===== config.mk =====
export PLATFORM = sky130hd
export DESIGN_NAME = regbank_mp_scb
export DESIGN_NICKNAME = d
export VERILOG_FILES = /design/src/rtl/regbank_pkg.sv /design/src/rtl/regbank_rdport.sv /design/src/rtl/regbank_mp_scb.sv
export SDC_FILE = /design/constraint.sdc
export NUM_CORES = 2
export LEC_CHECK = 0
export ABC_CLOCK_PERIOD_IN_PS = 5200
export CORE_UTILIZATION = 55
export DETAILED_ROUTE_END_ITERATION = 10
export PLACE_DENSITY_LB_ADDON = 0.12
export SYNTH_ARGS = -nofsm -noshare
export SYNTH_HDL_FRONTEND = slang
export SYNTH_SLANG_ARGS = --single-unit

===== constraint.sdc =====
create_clock -name clk -period 5.2 [get_ports clk]
set_input_delay 1.04 -clock clk [delete_from_list [all_inputs] [get_ports clk]]
set_output_delay 1.04 -clock clk [all_outputs]
set_load 0.02 [all_outputs]

===== src/rtl/regbank_pkg.sv =====
// Shared helpers and types for the multi-read-port register bank.
// Address width is derived from the register count everywhere.
package regbank_pkg;

    function automatic int addr_w(input int nregs);
        return $clog2(nregs);
    endfunction

    localparam int RB_DEF_NREGS = 32;
    localparam int RB_DEF_AW    = addr_w(RB_DEF_NREGS);

    typedef logic [RB_DEF_AW-1:0] rb_addr_t;

    localparam rb_addr_t RB_ZERO_ADDR = '0;

endpackage


===== src/rtl/regbank_rdport.sv =====
// One read port: register mux, r0 masking, same-cycle writeback forwarding
// and busy reporting for the addressed register.
module regbank_rdport
    import regbank_pkg::*;
#(
    parameter int XLEN   = 32,
    parameter int NREGS  = 32,
    parameter int BYPASS = 1,
    parameter int AW     = addr_w(NREGS)
) (
    input  logic [AW-1:0]         rd_addr,
    input  logic [NREGS*XLEN-1:0] regs_flat,
    input  logic [NREGS-1:0]      busy,
    input  logic                  wr_en,
    input  logic [AW-1:0]         wr_addr,
    input  logic [XLEN-1:0]       wr_data,
    output logic [XLEN-1:0]       rd_data,
    output logic                  rd_busy
);

    logic is_zero;
    logic fwd;

    assign is_zero = (rd_addr == AW'(RB_ZERO_ADDR));
    assign fwd     = (BYPASS != 0) && wr_en && (wr_addr == rd_addr);

    always_comb begin
        rd_data = regs_flat[int'(rd_addr)*XLEN +: XLEN];
        rd_busy = busy[rd_addr];
        if (is_zero) begin
            rd_data = '0;
            rd_busy = 1'b0;
        end else if (fwd) begin
            // the pending writeback already satisfies the reader
            rd_data = wr_data;
            rd_busy = 1'b0;
        end
    end

endmodule


===== src/rtl/regbank_mp_scb.sv =====
// Multi-read-port register bank with per-register busy scoreboard,
// reservation handshake and optional write->read forwarding.
module regbank_mp_scb
    import regbank_pkg::*;
#(
    parameter int XLEN   = 32,
    parameter int NREGS  = 32,
    parameter int NRD    = 2,
    parameter int BYPASS = 1,
    parameter int AW     = addr_w(NREGS)
) (
    input  logic                clk,
    input  logic                reset,
    input  logic [NRD*AW-1:0]   rd_addr,
    output logic [NRD*XLEN-1:0] rd_data,
    output logic [NRD-1:0]      rd_busy,
    input  logic                wr_en,
    input  logic [AW-1:0]       wr_addr,
    input  logic [XLEN-1:0]     wr_data,
    input  logic                rsv_en,
    input  logic [AW-1:0]       rsv_addr,
    output logic                rsv_ack,
    output logic [AW-1:0]       busy_cnt
);

    logic [NREGS*XLEN-1:0] regs_q, regs_d;
    logic [NREGS-1:0]      busy_q, busy_d;
    logic [AW-1:0]         busy_cnt_q, busy_cnt_d;

    logic             wr_hit;
    logic             rsv_set;
    logic             cnt_inc;
    logic             cnt_dec;
    logic [NREGS-1:0] wr_dec;
    logic [NREGS-1:0] rsv_dec;

    always_comb begin
        wr_hit  = wr_en && (wr_addr != AW'(RB_ZERO_ADDR));
        // a busy register may be re-reserved only while its producer writes back
        rsv_ack = rsv_en && ((rsv_addr == AW'(RB_ZERO_ADDR)) || !busy_q[rsv_addr]
                             || (wr_en && (wr_addr == rsv_addr)));
        rsv_set = rsv_ack && (rsv_addr != AW'(RB_ZERO_ADDR));

        wr_dec  = wr_hit  ? (NREGS'(1) << wr_addr)  : '0;
        rsv_dec = rsv_set ? (NREGS'(1) << rsv_addr) : '0;
        busy_d  = (busy_q & ~wr_dec) | rsv_dec;

        regs_d = regs_q;
        if (wr_hit) begin
            regs_d[int'(wr_addr)*XLEN +: XLEN] = wr_data;
        end

        cnt_inc    = rsv_set && !busy_q[rsv_addr];
        cnt_dec    = wr_hit && busy_q[wr_addr] && !(rsv_set && (rsv_addr == wr_addr));
        busy_cnt_d = busy_cnt_q + AW'(cnt_inc) - AW'(cnt_dec);
    end

    always_ff @(posedge clk or negedge reset) begin
        if (!reset) begin
            regs_q     <= '0;
            busy_q     <= '0;
            busy_cnt_q <= '0;
        end else begin
            regs_q     <= regs_d;
            busy_q     <= busy_d;
            busy_cnt_q <= busy_cnt_d;
        end
    end

    assign busy_cnt = busy_cnt_q;

    for (genvar p = 0; p < NRD; p++) begin : g_rdport
        regbank_rdport #(
            .XLEN   (XLEN),
            .NREGS  (NREGS),
            .BYPASS (BYPASS),
            .AW     (AW)
        ) u_rdport (
            .rd_addr   (rd_addr[p*AW +: AW]),
            .regs_flat (regs_q),
            .busy      (busy_q),
            .wr_en     (wr_en),
            .wr_addr   (wr_addr),
            .wr_data   (wr_data),
            .rd_data   (rd_data[p*XLEN +: XLEN]),
            .rd_busy   (rd_busy[p])
        );
    end

endmodule


==> results_dict.tcl <==
set metrics [dict create \
    setup_viol 0 \
    clockBufferDepth 3 \
    rows 117 \
    post_cts_resized 0 \
    cp.required_ns 4.16 \
    power_density_mw_per_mm2 334 \
    synthesis.nets 5426 \
    antenna_found_initial 9 \
    slew_violations 0 \
    cts_setup_buffers 0 \
    crit_path_frequent_cell "buf_4" \
    synth-seq-cells 1061 \
    critPathLaunchType "input port" \
    wirelength_mm 220 \
    syn_inst 5357 \
    synth_cell_types 65 \
    grt_max_degree 143 \
    status "complete, no violations" \
    die_x_microns 325 \
    clock.fmax_mhz 196 \
    min_period_over_period_pct 98.3 \
    synth-simple-area-share_pct 12.0 \
    synth-compound-area-share_pct 14.2 \
    slowest_stage "clkdlybuf4s50_1" \
    area_growth_pct 14.2 \
    cp_cell_sequence "clkdlybuf4s50_1 -> xnor2_1 -> nand2_1 -> or3_2 -> buf_4 -> buf_4 -> o211a_1 -> nor3_1 -> buf_4 -> buf_4" \
    pre_cts_ws_ns 0.0828 \
    peakVddDrop_uv 272 \
    worstPathMaxFanout 19 \
    finClkSkew_ns 0.00874 \
    crit_type "in2out" \
    start_util_pct 55.8 \
    coreArea_sq_mm 0.102 \
    fin_crit_ns 5.11 \
    synth_area_sq_mm 0.0572 \
    track_usage_pct 42.2 \
    die_y_microns 325 \
    cap_violations 0 \
    wl_per_cell_microns 32.2 \
    ys_seq_area_share_pct 46.4 \
    fin_ws_ns 0.0874 \
    power_w 0.0218 \
    hold_buffers 0 \
    gp_congestion 0.948 \
    hold_viol 0 \
    clock_latency_ns 0.71 \
    grt_pass1_wl_mm 324 \
    cts_tree "done" \
    numCtsBuffers 114 \
    postRouteAntennaNets 0 \
    grt_pass1_vias 47400 \
    hpwl_mm 139 \
    drc 0 \
    die-area_sq_mm 0.105 \
    muxShareOfSynthArea_pct 23.0 \
    postSynth.asyncResetShare_pct 100 \
    crit_arrival_ns 4.07 \
    synth_xor_area_share_pct 0.291 \
    nets 5439 \
    rsz0062_at_grt "no" \
    cts-root-buf "clkbuf_16" \
    avgSynthCellArea_sq_um 10.7 \
    synth_top_family_by_area "multiplexers" \
    crit_path_end_kind "primary output" \
    relSlewSlack_pct 7.88 \
    synth_top_flop_cell "dfrtp_1" \
    synthAdderAreaFrac_pct 0.297 \
    worst_pin_slew_ns 1.38 \
    io_buffers 127 \
    post-route-util_pct 63.8 \
    p_leak_nw 27.0 \
    clkSinkCount 1061 \
    reg2reg_from "busy_q[3]" \
    htree_levels 3 \
    overflow 0 \
    viasPerCell 7.03 \
    drt_iter0_markers 6646 \
    drive_gt1_share_pct 21.3 \
    synth_edf_count 0 \
    fin_setup_tns_ns 0 \
    nFillCells 8077 \
    holdWs_ns 0.344 \
    yosysWarnings 0 \
    vias 48100 \
    drt_pre_antenna_iters 8 \
    crit_start "wr_addr[3]" \
    io_pins 128 \
    hp-class "in2async" \
    clk_pin_slew_ns 0.06 \
    crit_path_max_incr_delay_ns 0.68 \
]
==> cells in the mapped netlist (all sizes together) (2+ instances only) <==
| master | count | area share (%) |
|---|---|---|
| clkbuf | 393 | 2.6 |
| o21ai | 1016 | 8.9 |
| nor3 | 28 | 0.26 |
| nor4 | 5 | 0.092 |
| or3b | 2 | 0.031 |
| and3 | 2 | 0.022 |
| o22ai | 75 | 0.82 |
| a211o | 2 | 0.031 |
| o211a | 9 | 0.16 |
| a22oi | 102 | 1.3 |
| o211ai | 4 | 0.052 |
| mux2i | 37 | 0.65 |
| o41ai | 2 | 0.031 |
| o31ai | 96 | 1.3 |
| a311o | 5 | 0.087 |
| nand2b | 6 | 0.066 |
| or3 | 2 | 0.022 |
| o21a | 3 | 0.039 |
| a31oi | 5 | 0.055 |
| a32oi | 18 | 0.28 |
| a21o | 3 | 0.039 |
| o2bb2ai | 19 | 0.29 |
| xnor2 | 19 | 0.29 |
| and2 | 9 | 0.098 |
| nand3 | 140 | 1.3 |
| o21bai | 3 | 0.039 |
| buf | 138 | 1.1 |
| a2111oi | 4 | 0.094 |
| inv | 18 | 0.12 |
| nand4 | 22 | 0.32 |
| a221oi | 2 | 0.031 |
| dfrtp | 1061 | 46 |
| nand2 | 1357 | 8.9 |
| nand3b | 5 | 0.066 |
| nor3b | 4 | 0.052 |
| mux2 | 29 | 0.57 |
| ha | 12 | 0.26 |
| nor2 | 64 | 0.42 |
| a21oi | 10 | 0.087 |
| mux4 | 553 | 22 |
| or2 | 4 | 0.044 |
| a211oi | 13 | 0.17 |
| nor2b | 26 | 0.28 |
| a22o | 19 | 0.29 |
==> critical path: cells and delay by family <==
kind                      cells  cell delay, ns
buffers and inverters         5            1.58
and+or+nand+nor               3            1.12
xor gates and xnor gates      1            0.17
AOI/OAI and AO/OA             1            0.13
==> power breakdown <==
group / internal (W) / total [W] / switching (W)
Clock: 0.00492 / 0.00859 / 0.00367
Combinational: 0.00158 / 0.00370 / 0.00213
Sequential: 0.00895 / 0.00955 / 0.000602
==> path summary, 6_finish.rpt <==
path / endpoint / cells after the start / slack, ns
hold / removal: busy_cnt[4] / 1 / 0.34
max in group asynchronous: regs_q[956] / 2 / 3.62
hold reg to reg: regs_q[16] / 0 / 0.40
min in group clk: regs_q[16] / 0 / 0.40
setup / recovery: rd_data[45] / 10 / 0.09
setup reg to reg: busy_cnt[4] / 13 / 1.98
==> metrics by stage <==
step | instances | instance area, sq um
floorplan | 5357 | 57200
global placement | 6622 | 61400
detailed placement | 6622 | 61400
CTS | 6838 | 65300
global route | 6838 | 65300
finish | 6841 | 65300
==> cells by family after synthesis <==
kind of cell	after synthesis
AO/OA/AOI/OAI	1416
XOR/XNOR	19
adder cells (fa/ha/maj)	13
buffers and inverters	550
flip-flops	1061
multiplexers	619
AND/OR/NAND/NOR	1679
==> state kept, by name, indices dropped and copies added, names as in the netlist <==
register and count:
busy_cnt 5, busy_q 32, regs_q 1024
==> cell usage in the layout (no fill, tap or decap), types with 18 or more instances in the layout <==
master           synthesis  layout
clkbuf_16                0     115
a32oi_1                 18      18
clkbuf_8                 0      24
o22ai_1                 75      75
buf_4                    6     256
a22o_1                  19      19
nor3_1                  26      22
a22oi_1                102     102
dfrtp_1               1061    1061
nor2b_1                 26      21
clkinv_2                 0      23
nand2_1               1357    1357
clkdlybuf4s50_1          0     110
o2bb2ai_1               19      19
mux2_2                  29      29
nand3_1                135     124
o31ai_1                 96      96
buf_12                   0      53
xnor2_1                 19      19
mux2i_1                 37      37
mux4_2                 553     553
o21ai_0               1014    1014
nor2_1                  64      56
==> routing by layer <==
layer  vias up  global-route usage, %  routed length, microns
met2      3619                   60.0                   93200
met3       873                   14.6                   33000
met1     23800                   57.4                   79500
met5         -                  0.408                      58
met4         8                   21.9                   14200
li1      19700                      -                       -
==> area by class of cell <==
class                   instances  area [sq um]  area share (%)
flip-flops and latches       1061         26600            40.6
well taps                    1368          1710            2.62
diodes                          3          7.51          0.0115
clock buffers                 152          3260            4.98
repair buffers                428          4190            6.40
multi-input cells            3746         28900            44.2
inverters                      19          71.3           0.109
clock inverters                64           692            1.06
No activity file was read; power rests on OpenSTA's default activity.
